### config.mk
export PLATFORM = sky130hd
export DESIGN_NAME = instr_fetch_seq
export DESIGN_NICKNAME = d
export VERILOG_FILES = /design/src/rtl/instr_fetch_seq.sv
export SDC_FILE = /design/constraint.sdc
export NUM_CORES = 1
export LEC_CHECK = 0
export BUFFER_PORTS_ARGS = -buffer_cell sky130_fd_sc_hd__clkbuf_2
export CAP_MARGIN = 20
export CORE_MARGIN = 3
export CORE_UTILIZATION = 53
export CTS_CLUSTER_DIAMETER = 120
export DETAILED_ROUTE_END_ITERATION = 12
export HOLD_SLACK_MARGIN = 0.03
export PLACE_DENSITY_LB_ADDON = 0.15
export SYNTH_ARGS = -nofsm -noshare
export SYNTH_HDL_FRONTEND = slang
export SYNTH_SLANG_ARGS = --single-unit
### constraint.sdc
create_clock -name Clk -period 3.9 [get_ports Clk]
set_input_delay 0 -clock Clk [delete_from_list [all_inputs] [get_ports Clk]]
set_output_delay 0 -clock Clk [all_outputs]
set_load 0.01 [all_outputs]
### src/rtl/instr_fetch_seq.sv
// Instruction fetch sequencer: owns the PC, captures each fetched word with a Valid
// qualifier and applies jump/branch redirects coming back from the decoder.
module instr_fetch_seq #(
  parameter int             PCW       = 8,
  parameter int             IW        = 9,
  parameter int             OFFW      = 5,
  parameter logic [IW-1:0]  HALT_WORD = 9'h1FF
) (
  input  logic            Clk,
  input  logic            Reset,
  input  logic            Start,
  output logic [PCW-1:0]  ImemAddr,
  input  logic [IW-1:0]   ImemData,
  input  logic            Branch,
  input  logic            Zero,
  input  logic            Jump,
  input  logic [PCW-1:0]  Target,
  input  logic [OFFW-1:0] Offset,
  output logic [IW-1:0]   Instr,
  output logic [2:0]      Opcode,
  output logic [1:0]      Func,
  output logic [PCW-1:0]  InstrPC,
  output logic            Valid,
  output logic            Done
);

  typedef enum logic [1:0] {
    ST_IDLE = 2'd0,
    ST_RUN  = 2'd1,
    ST_HALT = 2'd2
  } state_t;

  localparam logic [PCW-1:0] PC_ONE = {{(PCW-1){1'b0}}, 1'b1};

  state_t          state_q, state_d;
  logic            start_q;
  logic [PCW-1:0]  pc_q, pc_d;
  logic [IW-1:0]   instr_q, instr_d;
  logic [PCW-1:0]  instr_pc_q, instr_pc_d;
  logic            valid_q, valid_d;

  logic            start_rise;
  logic            halt_hit;
  logic            take_jump;
  logic            take_branch;
  logic [PCW-1:0]  branch_target;

  // Redirects are only honoured while the current word is live.
  assign start_rise    = Start & ~start_q;
  assign halt_hit      = valid_q && (instr_q == HALT_WORD);
  assign take_jump     = valid_q & Jump;
  assign take_branch   = valid_q & Branch & Zero;
  assign branch_target = instr_pc_q + {{(PCW-OFFW){Offset[OFFW-1]}}, Offset};

  always_ff @(posedge Clk) begin
    if (Reset) begin
      state_q <= ST_IDLE;
    end else begin
      state_q <= state_d;
    end
  end

  always_comb begin
    state_d = state_q;
    case (state_q)
      ST_IDLE: if (start_rise) state_d = ST_RUN;
      ST_RUN:  if (halt_hit)   state_d = ST_HALT;
      ST_HALT: if (start_rise) state_d = ST_RUN;
      default:                 state_d = ST_IDLE;
    endcase
  end

  always_comb begin
    Done = (state_q == ST_HALT);
  end

  always_comb begin
    pc_d       = pc_q;
    instr_d    = instr_q;
    instr_pc_d = instr_pc_q;
    valid_d    = 1'b0;
    case (state_q)
      ST_RUN: begin
        if (halt_hit) begin
          pc_d = pc_q;
        end else if (take_jump) begin
          pc_d = Target;
        end else if (take_branch) begin
          pc_d = branch_target;
        end else begin
          // Normal fetch; the word at the old PC is dropped on a redirect (one bubble).
          pc_d       = pc_q + PC_ONE;
          instr_d    = ImemData;
          instr_pc_d = pc_q;
          valid_d    = 1'b1;
        end
      end
      default: pc_d = '0;
    endcase
  end

  always_ff @(posedge Clk) begin
    if (Reset) begin
      start_q    <= 1'b0;
      pc_q       <= '0;
      instr_q    <= '0;
      instr_pc_q <= '0;
      valid_q    <= 1'b0;
    end else begin
      start_q    <= Start;
      pc_q       <= pc_d;
      instr_q    <= instr_d;
      instr_pc_q <= instr_pc_d;
      valid_q    <= valid_d;
    end
  end

  assign ImemAddr = pc_q;
  assign Instr    = instr_q;
  assign Opcode   = instr_q[IW-1:IW-3];
  assign Func     = instr_q[1:0];
  assign InstrPC  = instr_pc_q;
  assign Valid    = valid_q;

endmodule

======== After elaboration in Yosys (flattened, before gate mapping) ========
Index checks and enable logic that the tools add are counted.
cells by class
  reduce and logical (&&, ||, !) cells .... 7
  equality and inequality tests ........... 5
  bitwise logic cells ..................... 9
  muxes and demuxes ....................... 6
  add/subtract/negate cells ............... 2
operators with widths
  cell                 count
  $mux 8               2
  $eq 9x9->1 const B   1
  $add 8x1->8 const B  1
  $add 8x8->8          1
  $not 1->1            5
  $and 1x1->1          4
  $mux 2               2
  $pmux 2 s2           1
  $reduce_and 4->1     1
  $reduce_or 2->1      2
  $reduce_or 4->1      1
  $eq 2x1->1 const B   1
  $eq 2x2->1 const B   1
  $logic_not 2->1      1
  $ne 2x1->1 const B   1
  $ne 2x2->1 const B   1
  $reduce_and 2->1     1
  $logic_and 1x1->1    1
  $mux 1               1
storage, ports and cells
  register bits ........................... 29
  word-level logic and storage cells ...... 35
  output and inout bits ................... 32
  input port bits ......................... 28

======== Longest topological paths before layout ========
Gate-level depths: netlist of run 1.
  word-level depth ........................ 4
  depth in mapped cells ................... 8
  depth with buffers taken out ............ 8

======== Least setup slack after synthesis of run 1 ========
No wires, ideal clock.
  kind .................................... flip-flop to flip-flop
  start point ............................. reg instr_pc_q[1] (netlist: InstrPC[1])
  end point ............................... reg pc_q[7] (netlist: ImemAddr[7])
  library setup time ...................... 0.070 ns
  slack ................................... 1.993 ns
  data required time ...................... 3.830 ns
  path buffers ............................ 0
  stages on the path, launching flop included .. 7
  period minus slack after synthesis ...... 1.907 ns
  data arrival time ....................... 1.837 ns
  cell sequence ........................... dfxtp_1 ha_1 a211oi_1 nor4b_1 o211a_1 or3_1 a21oi_1
on the way
  cells in the longest elaborated chain, start to end .. 3
ends and longest elaborated chain
  item                    line  text
  from (decl)             39    logic [PCW-1:0] instr_pc_q, instr_pc_d;
  from (signal assigned)  113   instr_pc_q <= instr_pc_d;
  $add 8x8->8             53    assign branch_target = instr_pc_q + {{(PCW-OFFW){Offset[OFFW-1]}}, Offset};
  $mux 8                  88    end else if (take_branch) begin
  $mux 8                  86    end else if (take_jump) begin
  to (signal assigned)    111   pc_q <= pc_d;
  to (decl)               37    logic [PCW-1:0] pc_q, pc_d;
No other way between the ends.
A chain may end at the register's enable or synchronous reset.

======== Worst setup path after layout of run 1 ========
Ends and elaborated chain as after synthesis.

==> flow_summary.json, run 1 <==
{
  "grt_max_degree": 24,
  "worstPathArrival_ns": 2.31,
  "ff2ff_setup_slack_ns": 1.85,
  "synth_cells": 219,
  "drtIter0Drc": 165,
  "ios": 60,
  "crit_fanout": 4,
  "clkTransAtPathRegs_ns": 0.09,
  "required_ns": 4.16,
  "final-setup-viol-count": 0,
  "nNetsFinal": 325,
  "setup_ws_ns": 1.85,
  "ff2ff_path_depth": 6,
  "hold_ws_ns": 0.0524,
  "critPathLaunchType": "flop",
  "antenna_cells": 0,
  "ys_warn_count": 0,
  "grt_pass1_vias": 1669,
  "fin_crit_sh_pct": 52.5,
  "place_ws_ns": 1.76,
  "crit_path_end_kind": "flop",
  "clkLatencyLatePin_ns": 0.33,
  "syn_to_final_growth_pct": 28.7,
  "die_x_um": 62.7,
  "hold_viol": 0,
  "rsz0062_at_grt": "false",
  "power.density_mw_per_mm2": 279,
  "grt_pass1_wl_um": 8170,
  "seq_area_frac_synth_pct": 34.1,
  "core-area_sq_mm": 0.00290,
  "power_leakage_nw": 0.913,
  "worstMarginPinSlew_ns": 0.945,
  "die-area_sq_mm": 0.00393,
  "die_h_um": 62.7,
  "gr-total-overflow": 0,
  "cts_buffers": 5,
  "rows": 19,
  "synth_seq_cells": 29,
  "via_per_inst": 5.53,
  "nFillCells": 235,
  "r2r_end": "ImemAddr[7]$_SDFFE_PP0N_",
  "cts.sinks": 29,
  "wl_per_cell_um": 14.4,
  "finClkSkew_ns": 0.0101,
  "synth_cell_types": 38,
  "cts_tree": "done",
  "slew_headroom_pct": 36.6,
  "synth_fp_nets": 256,
  "ant_nets": 0,
  "reg2reg_from": "InstrPC[1]$_SDFFE_PP0P_",
  "status": "complete, no violations",
  "routed_wl_um": 4780,
  "cts-resized-gates": 0,
  "maxCapViolCount": 0,
  "finalSetupTns_ns": 0,
  "place_hpwl_um": 3280,
  "cts.htree.levels": 2,
  "vias": 1829,
  "final.min_clock_period_ns": 2.05,
  "syn_area_per_cell_sq_um": 7.78,
  "final_max_slew_viol_count": 0,
  "worstHoldPathCells": 3,
  "crit_type": "reg -> reg",
  "hp-class": "in -> reg",
  "start_util_pct": 58.7,
  "layout-drive-gt1-share_pct": 24.2,
  "multi_input_area_sq_mm": 0.00103,
  "drc": 0,
  "drtPass1Iterations": 4,
  "grt_antenna_before_repair": 0,
  "io_buffers": 59,
  "final_common_cell": "clkbuf_2",
  "cts-root-buf": "clkbuf_4",
  "clk_path_buf_depth": 2,
  "p_total_uw": 611,
  "synth-async-reset-ratio_pct": 0,
  "place_congestion": 0.902,
  "endpoint": "ImemAddr[7]$_SDFFE_PP0N_",
  "seq_area_sq_um": 581,
  "fmax_mhz": 488,
  "synth_area_sq_mm": 0.00170,
  "synth_edf_count": 0,
  "mostFrequentLayoutCells": "clkbuf_2, nand2_1, a21oi_1",
  "peakVddDrop_uv": 306,
  "crit_start": "InstrPC[1]$_SDFFE_PP0P_",
  "finish.utilization_pct": 75.6,
  "ys.flop_type": "dfxtp_1",
  "grt_usage_pct": 25.4
}
[logic make-up after synthesis]
kind of cell	Yosys count	share of synthesized area, %
DFF	29	34.1
AOI/OAI and AO/OA	65	22.9
adders and majority gates	9	7.05
and+or+nand+nor	92	27.0
buffers and inverters	18	5.80
xor gates and xnor gates	5	2.57
muxes	1	0.588
[what timing repair did]
item                                    4_1_cts  5_1_grt
hold buffers                                 16        0
hold endpoints to repair                     18        0
setup buffers                                 0        0
endpoints found under the setup margin        0        0
[worst max-delay path, cell delays in order, from the launching register on]
cell	delay, ns
dfxtp_1	0.39
ha_1	0.26
a211oi_1	0.45
nor4b_1	0.13
o211a_1	0.23
or3_1	0.37
a21oi_1	0.14
[final cells by class]
type	instances	area share (%)
Clock buffer	6	1.88
Tap cell	42	2.40
Inverter	4	0.685
Clock inverter	2	0.457
Timing Repair Buffer	76	21.1
Multi-Input combinational cell	172	47.0
Sequential cell	29	26.5
[state kept, by name (all words and copies together) (netlist names)]
register and flops:
InstrPC 8, state_q 2, ImemAddr 8, start_q 1, Valid 1, Instr 9
[routing by layer]
metal  share of wire, %  vias to the layer above  global-route usage [%]  wire length (um)
li1                   -                      927                       -                 -
met1                 44                      813                    35.9              2100
met2                 47                       81                    37.9              2240
met3                8.1                        8                    5.94               386
met4                1.1                        0                    7.99                51
met5                  0                        -                       0                 0
[power breakdown]
| group | total [mW] | switching, mW | internal (mW) |
|---|---|---|---|
| clock network | 0.174 | 0.106 | 0.0685 |
| registers | 0.320 | 0.0121 | 0.307 |
| logic | 0.117 | 0.0652 | 0.0518 |
[synthesized netlist by cell type (2+ instances only)]
cell type / n / area (sq um)
a211oi_1: 6 / 45.0
a21oi_1: 31 / 155
a31oi_1: 3 / 18.8
and3_1: 2 / 12.5
buf_2: 4 / 20.0
buf_4: 5 / 37.5
clkbuf_1: 4 / 15.0
dfxtp_1: 29 / 581
ha_1: 8 / 100
inv_1: 4 / 15.0
nand2_1: 46 / 173
nand2b_1: 5 / 31.3
nand3_1: 9 / 45.0
nand4_1: 2 / 12.5
nor2_1: 7 / 26.3
nor2b_1: 4 / 25.0
nor3_1: 4 / 20.0
nor4_1: 4 / 25.0
o211a_1: 2 / 20.0
o211ai_1: 7 / 52.6
o21ai_0: 10 / 50.1
or3_1: 4 / 25.0
xnor2_1: 3 / 26.3
xor2_1: 2 / 17.5
[per-stage QoR]
stage	instances	area, sq um
2_1_floorplan	219	1700
3_3_place_gp	306	1970
3_5_place_dp	306	1970
4_1_cts	330	2180
5_1_grt	331	2190
6_report	331	2190
[worst min-delay path by stage]
stage | from | to
floorplan | Reset | start_q$_SDFF_PP0_
global placement | ImemData[3] | Instr[3]$_SDFFE_PP0P_
detailed placement | ImemData[8] | Instr[8]$_SDFFE_PP0P_
CTS | Target[4] | ImemAddr[4]$_SDFFE_PP0N_
global route | Target[0] | ImemAddr[0]$_SDFFE_PP0N_
finish | Target[4] | ImemAddr[4]$_SDFFE_PP0N_
Power figures use the tool's default switching activity.
==> inputs of run 2 (changes only) <==
Settings changed: CORE_UTILIZATION 53 to 45.
Clock period 3.9 ns to 1.7 ns, I/O delays scaled along.
==> flow_summary.json, run 2 (synthesized netlist as in run 1, its figures left out) <==
{
  "finalSetupTns_ns": -0.0202,
  "die_x_um": 67.5,
  "final_common_cell": "clkbuf_2",
  "critPathLaunchType": "flop",
  "grt_usage_pct": 24.2,
  "mostFrequentLayoutCells": "clkbuf_2, nand2_1, a21oi_1",
  "io_buffers": 59,
  "hp-class": "in -> reg",
  "routed_wl_um": 5460,
  "antenna_cells": 0,
  "ant_nets": 0,
  "rsz0062_at_grt": "true",
  "clkLatencyLatePin_ns": 0.28,
  "final.min_clock_period_ns": 1.72,
  "cts.htree.levels": 2,
  "fin_crit_sh_pct": 101,
  "required_ns": 1.91,
  "wl_per_cell_um": 15.2,
  "crit_path_end_kind": "flop",
  "final-setup-viol-count": 2,
  "place_hpwl_um": 3680,
  "slew_headroom_pct": 61.6,
  "layout-drive-gt1-share_pct": 38.7,
  "dp_cells": 336,
  "r2r_end": "ImemAddr[7]$_SDFFE_PP0N_",
  "nNetsFinal": 350,
  "rows": 21,
  "finish.utilization_pct": 74.1,
  "core-area_sq_mm": 0.00349,
  "peakVddDrop_uv": 456,
  "wl_met2_um": 2680,
  "drc": 0,
  "grt_pass1_wl_um": 8310,
  "crit_start": "InstrPC[1]$_SDFFE_PP0P_",
  "worstMarginPinSlew_ns": 0.574,
  "reg2reg_from": "InstrPC[1]$_SDFFE_PP0P_",
  "vias": 1966,
  "wl_met3_um": 396,
  "wl_met1_um": 2350,
  "die_h_um": 67.5,
  "power_leakage_nw": 1.09,
  "maxCapViolCount": 0,
  "top_layer_used": "met4",
  "crit_fanout": 2,
  "grt_antenna_before_repair": 0,
  "start_util_pct": 48.7,
  "nFillCells": 271,
  "status": "finished with violations",
  "ios": 60,
  "cts-root-buf": "clkbuf_8",
  "hold_viol": 0,
  "seq_area_sq_um": 589,
  "grt_max_degree": 22,
  "largest_reg_flops": 9,
  "final_max_slew_viol_count": 0,
  "power.density_mw_per_mm2": 630,
  "endpoint": "ImemAddr[7]$_SDFFE_PP0N_",
  "instances_no_fill": 359,
  "cts.sinks": 29,
  "violations": "negative setup slack",
  "syn_to_final_growth_pct": 52.1,
  "grt_pass1_vias": 1706,
  "drtIter0Drc": 146,
  "clkTransAtPathRegs_ns": 0.06,
  "place_congestion": 0.817,
  "die-area_sq_mm": 0.00456,
  "hold_ws_ns": 0.0621,
  "finClkSkew_ns": 0.00692,
  "cts_tree": "done",
  "setup_ws_ns": -0.0190,
  "multi_input_area_sq_mm": 0.00120,
  "crit_type": "reg -> reg",
  "clk_path_buf_depth": 2,
  "ff2ff_setup_slack_ns": -0.02,
  "worstPathArrival_ns": 1.93,
  "cts_buffers": 5,
  "drtPass1Iterations": 4,
  "via_per_inst": 5.48,
  "fmax_mhz": 582,
  "ff2ff_path_depth": 6,
  "gr-total-overflow": 0
}
==> run 2: cell types whose count changed in the layout (fill, tap and decap cells not counted), sizes merged <==
cell / change
dlygate4sd3: -3
nand4: +1
clkinv: -2
buf: +28
==> run 2: layout make-up <==
cell class,instances,area share (%)
sequential,29,22.8
tap,46,2.22
clock buffer,7,3.33
multi-input combinational,173,46.3
inverter,4,0.580
timing repair buffer,100,24.8
==> run 2: through the flow <==
step	worst slack, ns	instance area, sq um	total power, mW
final	-0.0190	2590	1.63
after global routing	-0.116	2590	1.71
after CTS	-0.00161	2490	1.62
after detailed placement	-0.0152	2260	1.02
after global placement	0.0292	2260	1.02
after floorplan	0.0105	1790	0.910
==> run 2: metal layers <==
layer	GRT usage, %	vias up
met5	0	-
met4	5.06	0
met1	32.5	904
met2	39.9	82
met3	5.16	4
li1	-	976
==> run 2: worst max-delay path, stage by stage (launching register included) <==
cell and delay (ns):
dfxtp_4 0.35, ha_4 0.24, a211oi_4 0.34, nor4b_4 0.09, o211a_1 0.21, or3_1 0.30
a21oi_1 0.12
==> run 2: worst min path at each step <==
| stage | start | to | slack (ns) | depth (start not counted) |
|---|---|---|---|---|
| 2_1_floorplan | Reset | start_q$_SDFF_PP0_ | 0.07 | 1 |
| 3_3_place_gp | ImemData[7] | Instr[7]$_SDFFE_PP0P_ | 0.22 | 3 |
| 3_5_place_dp | ImemData[7] | Instr[7]$_SDFFE_PP0P_ | 0.23 | 3 |
| 4_1_cts | Target[4] | ImemAddr[4]$_SDFFE_PP0N_ | 0.05 | 3 |
| 5_1_grt | Target[3] | ImemAddr[3]$_SDFFE_PP0N_ | 0.06 | 3 |
| 6_report | Target[0] | ImemAddr[0]$_SDFFE_PP0N_ | 0.06 | 3 |
==> run 2: repair_timing <==
item / CTS / global route
hold buffers: 13 / 0
endpoints found under the setup margin: 2 / 20
pin swaps: 1 / 24
gates cloned: 0 / 1
buffers inserted: 0 / 2
endpoints found under the hold margin: 14 / 0
resized for setup: 3 / 18
==> run 2: report_power, final <==
| part | switching (mW) | internal, mW | leakage, nW | total [mW] |
|---|---|---|---|---|
| Combinational | 0.180 | 0.154 | 0.804 | 0.334 |
| Sequential | 0.0223 | 0.704 | 0.238 | 0.726 |
| Clock | 0.251 | 0.320 | 0.0443 | 0.571 |
| Total | 0.453 | 1.18 | 1.09 | 1.63 |
==> inputs of run 3 (changes only) <==
Settings changed: PLACE_DENSITY set to 0.87, PLACE_DENSITY_LB_ADDON 0.15 to unset.
==> flow_summary.json, run 3 (synthesized netlist as in run 1, its figures left out) <==
{
  "cts-root-buf": "clkbuf_8",
  "start_util_pct": 48.7,
  "clkTransAtPathRegs_ns": 0.07,
  "reg2reg_from": "InstrPC[1]$_SDFFE_PP0P_",
  "peakVddDrop_uv": 619,
  "cts.sinks": 29,
  "slew_headroom_pct": 66.3,
  "vias": 2026,
  "maxCapViolCount": 0,
  "mostFrequentLayoutCells": "clkbuf_2, nand2_1, a21oi_1, buf_4, dfxtp_1",
  "power.density_mw_per_mm2": 659,
  "crit_type": "reg -> reg",
  "layout-drive-gt1-share_pct": 39.2,
  "wl_per_cell_um": 15.9,
  "cts_buffers": 5,
  "clkLatencyLatePin_ns": 0.29,
  "p_total_mw": 1.71,
  "min_to": "ImemAddr[1]$_SDFFE_PP0N_",
  "finalSetupTns_ns": -0.115,
  "clk_path_buf_depth": 2,
  "final_max_slew_viol_count": 0,
  "routed_wl_um": 5770,
  "grt_antenna_before_repair": 0,
  "cts_tree": "done",
  "slowest_stage": "dfxtp_2",
  "worstPathArrival_ns": 1.98,
  "grt_pass1_vias": 1873,
  "largest_reg_flops": 9,
  "die-area_sq_mm": 0.00456,
  "status": "finished with violations",
  "finClkSkew_ns": 0.00442,
  "core-area_sq_mm": 0.00349,
  "rows": 21,
  "via_per_inst": 5.60,
  "max_stage_delay_ns": 0.36,
  "gr-total-overflow": 0,
  "syn_to_final_growth_pct": 52.5,
  "io_buffers": 59,
  "final_common_cell": "clkbuf_2",
  "hold_viol": 0,
  "antenna_cells": 0,
  "grt_max_degree": 24,
  "crit_fanout": 4,
  "design_area_sq_mm": 0.00260,
  "die_x_um": 67.5,
  "worstHoldPathCells": 3,
  "required_ns": 1.92,
  "rsz0062_at_grt": "true",
  "final.min_clock_period_ns": 1.76,
  "worstMarginPinSlew_ns": 0.506,
  "critPathLaunchType": "flop",
  "nNetsFinal": 352,
  "cts.htree.levels": 2,
  "place_congestion": 0.944,
  "drc": 0,
  "ff2ff_setup_slack_ns": -0.06,
  "crit_start": "InstrPC[1]$_SDFFE_PP0P_",
  "min_from": "Target[1]",
  "setup_ws_ns": -0.0587,
  "place_hpwl_um": 3810,
  "hold_ws_ns": 0.0619,
  "ff2ff_path_depth": 6,
  "placed_area_sq_mm": 0.00225,
  "final-setup-viol-count": 4,
  "fin_crit_sh_pct": 103,
  "die_h_um": 67.5,
  "drtIter0Drc": 117,
  "violations": "negative setup slack",
  "drtPass1Iterations": 4,
  "crit_path_end_kind": "flop",
  "grt_usage_pct": 24.8,
  "power_leakage_nw": 1.09,
  "fmax_mhz": 569,
  "crit_path_cell_trace": "ha_4 -> a211oi_2 -> nor4b_2 -> o211a_1 -> or3_1 -> a21oi_1",
  "ios": 60,
  "hp-class": "in -> reg",
  "ant_nets": 0,
  "r2r_end": "ImemAddr[7]$_SDFFE_PP0N_",
  "grt_pass1_wl_um": 8440
}
run 3: per-stage QoR:
stage | worst slack [ns] | util, % | instances
3_5_place_dp | -0.0500 | 64.4 | 335
4_1_cts | -0.0273 | 71.5 | 357
2_1_floorplan | 0.0105 | - | 219
5_1_grt | -0.112 | 74.3 | 362
3_3_place_gp | 0.0273 | 64.4 | 335
6_report | -0.0587 | 74.3 | 362
run 3: layout make-up:
| class | count | area [sq um] |
|---|---|---|
| Inverter | 4 | 15.0 |
| Sequential cell | 29 | 586 |
| Fill cell | 265 | 898 |
| Clock inverter | 1 | 5.00 |
| Clock buffer | 7 | 96.3 |
| Tap cell | 46 | 57.6 |
| Multi-Input combinational cell | 174 | 1190 |
| Timing Repair Buffer | 101 | 643 |
run 3: routing by layer:
layer | part of all wire [%] | vias up | track usage (%)
met3 | 9.0 | 11 | 7.82
met2 | 50 | 87 | 43.1
met1 | 39 | 946 | 28.0
li1 | - | 982 | -
met5 | 0 | - | 0
met4 | 1.9 | 0 | 9.62
run 3: how the worst max path moves through the flow:
stage	slack, ns	endpoint
5_1_grt	-0.11	ImemAddr[7]$_SDFFE_PP0N_
6_report	-0.06	ImemAddr[7]$_SDFFE_PP0N_
3_3_place_gp	0.03	ImemAddr[7]$_SDFFE_PP0N_
4_1_cts	-0.03	ImemAddr[7]$_SDFFE_PP0N_
3_5_place_dp	-0.05	ImemAddr[4]$_SDFFE_PP0N_
2_1_floorplan	0.01	ImemAddr[7]$_SDFFE_PP0N_
run 3: repair_timing:
action / in CTS / in global routing
resized for setup: 3 / 10
hold buffers: 13 / 0
buffers inserted: 1 / 3
pin swaps: 7 / 9
endpoints found under the hold margin: 14 / 0
setup endpoints to repair: 4 / 19
cloned: 0 / 2
run 3: worst max-delay path, delay by kind of cell (launching register included):
family / cells / cell delay (ns)
AO/OA/AOI/OAI: 3 / 0.65
adder cells (fa/ha/maj): 1 / 0.21
AND/OR/NAND/NOR: 2 / 0.46
flip-flops: 1 / 0.36
run 3: report_power, final:
part	leakage (nW)	switching, mW	internal [mW]
combinational	0.803	0.187	0.158
clock	0.0542	0.274	0.365
sequential	0.237	0.0206	0.705
total	1.09	0.482	1.23
